File: config.mk
export PLATFORM = sky130hd
export DESIGN_NAME = pkt_stream_arbiter
export DESIGN_NICKNAME = d
export VERILOG_FILES = /design/src/rtl/pkt_stream_arbiter.sv
export SDC_FILE = /design/constraint.sdc
export NUM_CORES = 1
export LEC_CHECK = 0
export CORE_UTILIZATION = 45
export CTS_CLUSTER_SIZE = 12
export DETAILED_ROUTE_END_ITERATION = 12
export MAX_ROUTING_LAYER = met4
export PLACE_DENSITY = 0.83
export SYNTH_ARGS = -nofsm -noshare
export SYNTH_HDL_FRONTEND = slang
export SYNTH_SLANG_ARGS = --single-unit
File: constraint.sdc
create_clock -name clk -period 9.1 [get_ports clk]
set_clock_uncertainty 0.15 [all_clocks]
set_input_delay 2.73 -clock clk [delete_from_list [all_inputs] [get_ports clk]]
set_output_delay 2.73 -clock clk [all_outputs]
set_load 0.02 [all_outputs]
File: src/rtl/pkt_stream_arbiter.sv
// rtl/pkt_stream_arbiter.sv - packet-atomic round-robin merge of NUM_PORTS streams
module pkt_stream_arbiter #(
  parameter int NUM_PORTS  = 4,
  parameter int DATA_WIDTH = 16,
  parameter int CNT_WIDTH  = 16,
  localparam int IDX_W     = $clog2(NUM_PORTS)
) (
  input  logic                            clk,
  input  logic                            rst,
  input  logic [NUM_PORTS-1:0]            port_enable,
  input  logic [NUM_PORTS-1:0]            in_tvalid,
  output logic [NUM_PORTS-1:0]            in_tready,
  input  logic [NUM_PORTS*DATA_WIDTH-1:0] in_tdata,
  input  logic [NUM_PORTS-1:0]            in_tlast,
  output logic                            out_tvalid,
  input  logic                            out_tready,
  output logic [DATA_WIDTH-1:0]           out_tdata,
  output logic                            out_tlast,
  output logic                            busy,
  output logic [IDX_W-1:0]                grant_idx,
  output logic [NUM_PORTS*CNT_WIDTH-1:0]  pkt_count
);

  typedef enum logic {IDLE, BUSY} state_e;

  state_e                               state_q, state_d;
  logic [IDX_W-1:0]                     rr_ptr_q, rr_ptr_d;
  logic [IDX_W-1:0]                     grant_idx_q, grant_idx_d;
  logic [NUM_PORTS-1:0][CNT_WIDTH-1:0]  pkt_count_q, pkt_count_d;

  logic [NUM_PORTS-1:0]  req;
  logic [IDX_W:0]        cand;
  logic [IDX_W-1:0]      pick_idx;
  logic                  pick_found;
  logic                  g_valid;
  logic                  g_last;
  logic [DATA_WIDTH-1:0] g_data;
  logic                  beat_xfer;

  assign req = in_tvalid & port_enable;

  // Rotating-priority search starting at rr_ptr; cand wraps modulo NUM_PORTS.
  always_comb begin
    pick_found = 1'b0;
    pick_idx   = '0;
    cand       = '0;
    for (int i = 0; i < NUM_PORTS; i++) begin
      cand = {1'b0, rr_ptr_q} + (IDX_W+1)'(i);
      if (cand >= (IDX_W+1)'(NUM_PORTS)) begin
        cand = cand - (IDX_W+1)'(NUM_PORTS);
      end
      if (!pick_found && req[cand[IDX_W-1:0]]) begin
        pick_found = 1'b1;
        pick_idx   = cand[IDX_W-1:0];
      end
    end
  end

  // Granted-port mux; in_tready depends only on state, grant and out_tready.
  always_comb begin
    g_valid   = 1'b0;
    g_last    = 1'b0;
    g_data    = '0;
    in_tready = '0;
    for (int i = 0; i < NUM_PORTS; i++) begin
      if (grant_idx_q == IDX_W'(i)) begin
        g_valid = in_tvalid[i];
        g_last  = in_tlast[i];
        g_data  = in_tdata[i*DATA_WIDTH +: DATA_WIDTH];
        if (state_q == BUSY) begin
          in_tready[i] = out_tready;
        end
      end
    end
  end

  assign out_tvalid = (state_q == BUSY) && g_valid;
  assign out_tdata  = out_tvalid ? g_data : '0;
  assign out_tlast  = out_tvalid && g_last;
  assign beat_xfer  = out_tvalid && out_tready;

  always_comb begin
    state_d     = state_q;
    rr_ptr_d    = rr_ptr_q;
    grant_idx_d = grant_idx_q;
    pkt_count_d = pkt_count_q;
    case (state_q)
      IDLE: begin
        if (pick_found) begin
          grant_idx_d = pick_idx;
          state_d     = BUSY;
        end
      end
      BUSY: begin
        if (beat_xfer && g_last) begin
          state_d  = IDLE;
          rr_ptr_d = (grant_idx_q == IDX_W'(NUM_PORTS-1)) ? '0 : grant_idx_q + IDX_W'(1);
          pkt_count_d[grant_idx_q] = pkt_count_q[grant_idx_q] + CNT_WIDTH'(1);
        end
      end
    endcase
  end

  always_ff @(posedge clk) begin
    if (rst) begin
      state_q     <= IDLE;
      rr_ptr_q    <= '0;
      grant_idx_q <= '0;
      pkt_count_q <= '0;
    end else begin
      state_q     <= state_d;
      rr_ptr_q    <= rr_ptr_d;
      grant_idx_q <= grant_idx_d;
      pkt_count_q <= pkt_count_d;
    end
  end

  assign busy      = (state_q == BUSY);
  assign grant_idx = grant_idx_q;
  assign pkt_count = pkt_count_q;

endmodule

==> impl_metrics.env <==
export IMPL_critical_path_max_stage_delay_ns=0.62
export IMPL_status="finished, final reports clean"
export IMPL_die_area_um2=8861
export IMPL_synth_async_sr_flop_share_pct=0
export IMPL_synth_top_cell_area_share_pct=36.16
export IMPL_fin_util_pct=68.92
export IMPL_syn_inst=480
export IMPL_synth_fp_nets=564
export IMPL_worst_slew_pin_slew_ns=1.276
export IMPL_drive_gt1_share_pct=6.699
export IMPL_via_count=4135
export IMPL_layout_nets=706
export IMPL_dp_cells=716
export IMPL_fin_tns_setup_ns=0
export IMPL_die_height_um=94.14
export IMPL_rsz0062_at_grt="false"
export IMPL_cp_num_buf_inv=4
export IMPL_critical_path_required_ns=6.22
export IMPL_tritoncts="done"
export IMPL_grt_pass1_vias=3951
export IMPL_cts_buffers=9
export IMPL_ant_nets=0
export IMPL_first_pass_iters=4
export IMPL_drt_iter0_markers=242
export IMPL_dpl_worst_slack_ns=1.376
export IMPL_stdcell_count=732
export IMPL_clk_latency_ns=0.36
export IMPL_crit_path_start_kind="primary input"
export IMPL_post_cts_buffers=0
export IMPL_synth_main_ff_cell="dfxtp_1"
export IMPL_cts_sinks=69
export IMPL_antennaDiodeCount=0
export IMPL_p_leak_nw=2.037
export IMPL_grt_ovfl_total=0
export IMPL_cts_root_buf="clkbuf_8"
export IMPL_endpoint_kind="primary output"
export IMPL_path_clk_slew_ns=0.07
export IMPL_fp_dieW_um=94.14
export IMPL_grt_pass1_wl_um=18770
export IMPL_fin_ws_ns=1.377
export IMPL_wire_per_inst_um=16.29
export IMPL_period_minus_slack_ns=7.723
export IMPL_cts_htree_levels=3
export IMPL_crit_family="buffers and inverters"
export IMPL_antenna_found_initial=0
export IMPL_arrival_ns=4.84
export IMPL_yosysTopAreaCell="dfxtp_1"
export IMPL_cts_buffer_depth=2
export IMPL_yosysWarnings=0
export IMPL_synth_area_um2=3820
export IMPL_post_route_period_util_pct=84.87
export IMPL_synth_edff_count=0
export IMPL_finalHoldViolCount=0
export IMPL_core_um2=8217
export IMPL_hold_class="reg -> reg"
export IMPL_top_usage_layer="met2"
export IMPL_synth_avg_cell_area_um2=7.958
export IMPL_maxSlewViolCount=0
export IMPL_via_per_inst=5.649
export IMPL_ys_seq_area_share_pct=36.16
export IMPL_initial_core_util_pct=46.49
export IMPL_portBuffers=167
export IMPL_ys_top_cells_by_area="dfxtp_1 36%, nor2_1 12%, mux4_2 9.4%"
export IMPL_rows=33
export IMPL_dpl_hpwl_um=8290
export IMPL_cp_max_fo=17
export IMPL_grtUsageMet2_pct=47.81
export IMPL_finalSetupViolCount=0
export IMPL_cpMaxStageDelayCell="clkdlybuf4s50_1"
export IMPL_fillers=660
export IMPL_area_growth_pct=48.25
export IMPL_mostFrequentLayoutCells="166 x clkdlybuf4s50_1, 126 x nor2_1, 69 x dfxtp_1"
export IMPL_met1_usage_pct=32.41
export IMPL_globalplace_congestion=0.8069
export IMPL_ys_ff_latch=69
export IMPL_fmaxAchievable_mhz=129.5
export IMPL_path_class="in -> out"
export IMPL_drv_cap=0
export IMPL_relSlewSlack_pct=14.91
export IMPL_ioPinCount=168
export IMPL_ys_types=39
export IMPL_hold_buffers=0
export IMPL_routed_wl_um=11930
export IMPL_powerDensity_nw_per_um2=121.8
export IMPL_grt_start_max_net_pins=70
export IMPL_drc=0
export IMPL_worstPathCellList="clkdlybuf4s50_1 -> nand2_1 -> o211ai_1 -> nand4_1 -> buf_4 -> inv_1 -> and2_1 -> clkdlybuf4s50_1"
export IMPL_peakVddDrop_mv=0.06919
export IMPL_final_common_cell="clkdlybuf4s50_1"
export IMPL_cts_resized=0
export IMPL_met3_usage_pct=6.068
export IMPL_crit_path_frequent_cell="clkdlybuf4s50_1"
export IMPL_grt_total_usage_pct=28.44
[path summary, 6_finish.rpt]
path | slack [ns] | end | cells after the start | start
max | 1.38 | out_tlast | 8 | in_tvalid[1]
min | 0.33 | pkt_count[1] | 2 | pkt_count[1]
max reg2reg | 4.93 | pkt_count[48] | 8 | grant_idx[1]
min reg2reg | 0.33 | pkt_count[1] | 2 | pkt_count[1]
[synth_stat cells, types with 2 or more instances]
cell / number
nor2_1: 126
dfxtp_1: 69
nor3_1: 61
clkbuf_1: 33
a21oi_1: 29
a221oi_1: 17
nand2_1: 17
nor2b_1: 17
a211oi_1: 16
mux4_2: 16
xnor2_1: 10
nand4_1: 7
inv_1: 6
nand3_1: 6
and3_1: 5
ha_1: 5
and4_1: 4
xor2_1: 4
and2_1: 3
nand2b_1: 3
buf_1: 2
buf_2: 2
mux2i_1: 2
nor4_1: 2
o21ai_0: 2
o221ai_1: 2
or3_1: 2
[cells by family after synthesis]
logic type      Yosys count  share of synthesized area [%]
buf+inv                  47                          5.273
mux                      18                          9.958
fa+ha+maj                 5                          1.638
simple gates            258                          31.54
flops                    69                          36.16
xor+xnor                 14                          3.210
compound gates           69                          12.22
[per-stage QoR]
| step | power [W] | area (µm²) | hold WS (ns) |
|---|---|---|---|
| 2_1_floorplan | 0.0003871 | 3820 | 0.3085 |
| 3_3_place_gp | 0.0004501 | 5473 | 0.3249 |
| 3_5_place_dp | 0.0004521 | 5473 | 0.3206 |
| 4_1_cts | 0.0006912 | 5663 | 0.3312 |
| 5_1_grt | 0.0007154 | 5663 | 0.3696 |
| 6_report | 0.0006899 | 5663 | 0.3341 |
[area by class of cell]
cell class	instances	area, µm²	share of cell area (%)
Tap cell	105	131.4	2.320
Timing Repair Buffer	171	1697	29.96
Clock inverter	7	66.31	1.171
Inverter	7	26.28	0.4640
Multi-Input combinational cell	364	2237	39.51
Clock buffer	9	123.9	2.187
Sequential cell	69	1381	24.39
[registers in the layout (all words and copies together), names as in the netlist]
name and flops:
grant_idx 2, rr_ptr_q 2, pkt_count 64, busy 1
[metal layers]
layer	vias up	share of wire [%]
met5	-	0
met4	0	2.3
met3	21	7.9
met2	214	51
met1	1919	39
li1	1981	-
[tightest hold or removal path, cell delays in order (launching register included)]
cell	delay, ns
dfxtp_1	0.33
nand2_1	0.06
a21oi_1	0.05
[power by group]
group          total (W)  switching [W]  internal, W
clock           0.000244       0.000119     0.000125
combinational   0.000138      0.0000674    0.0000710
sequential      0.000307     0.00000273     0.000305
Note: power is estimated with default switching activity, not from simulation.
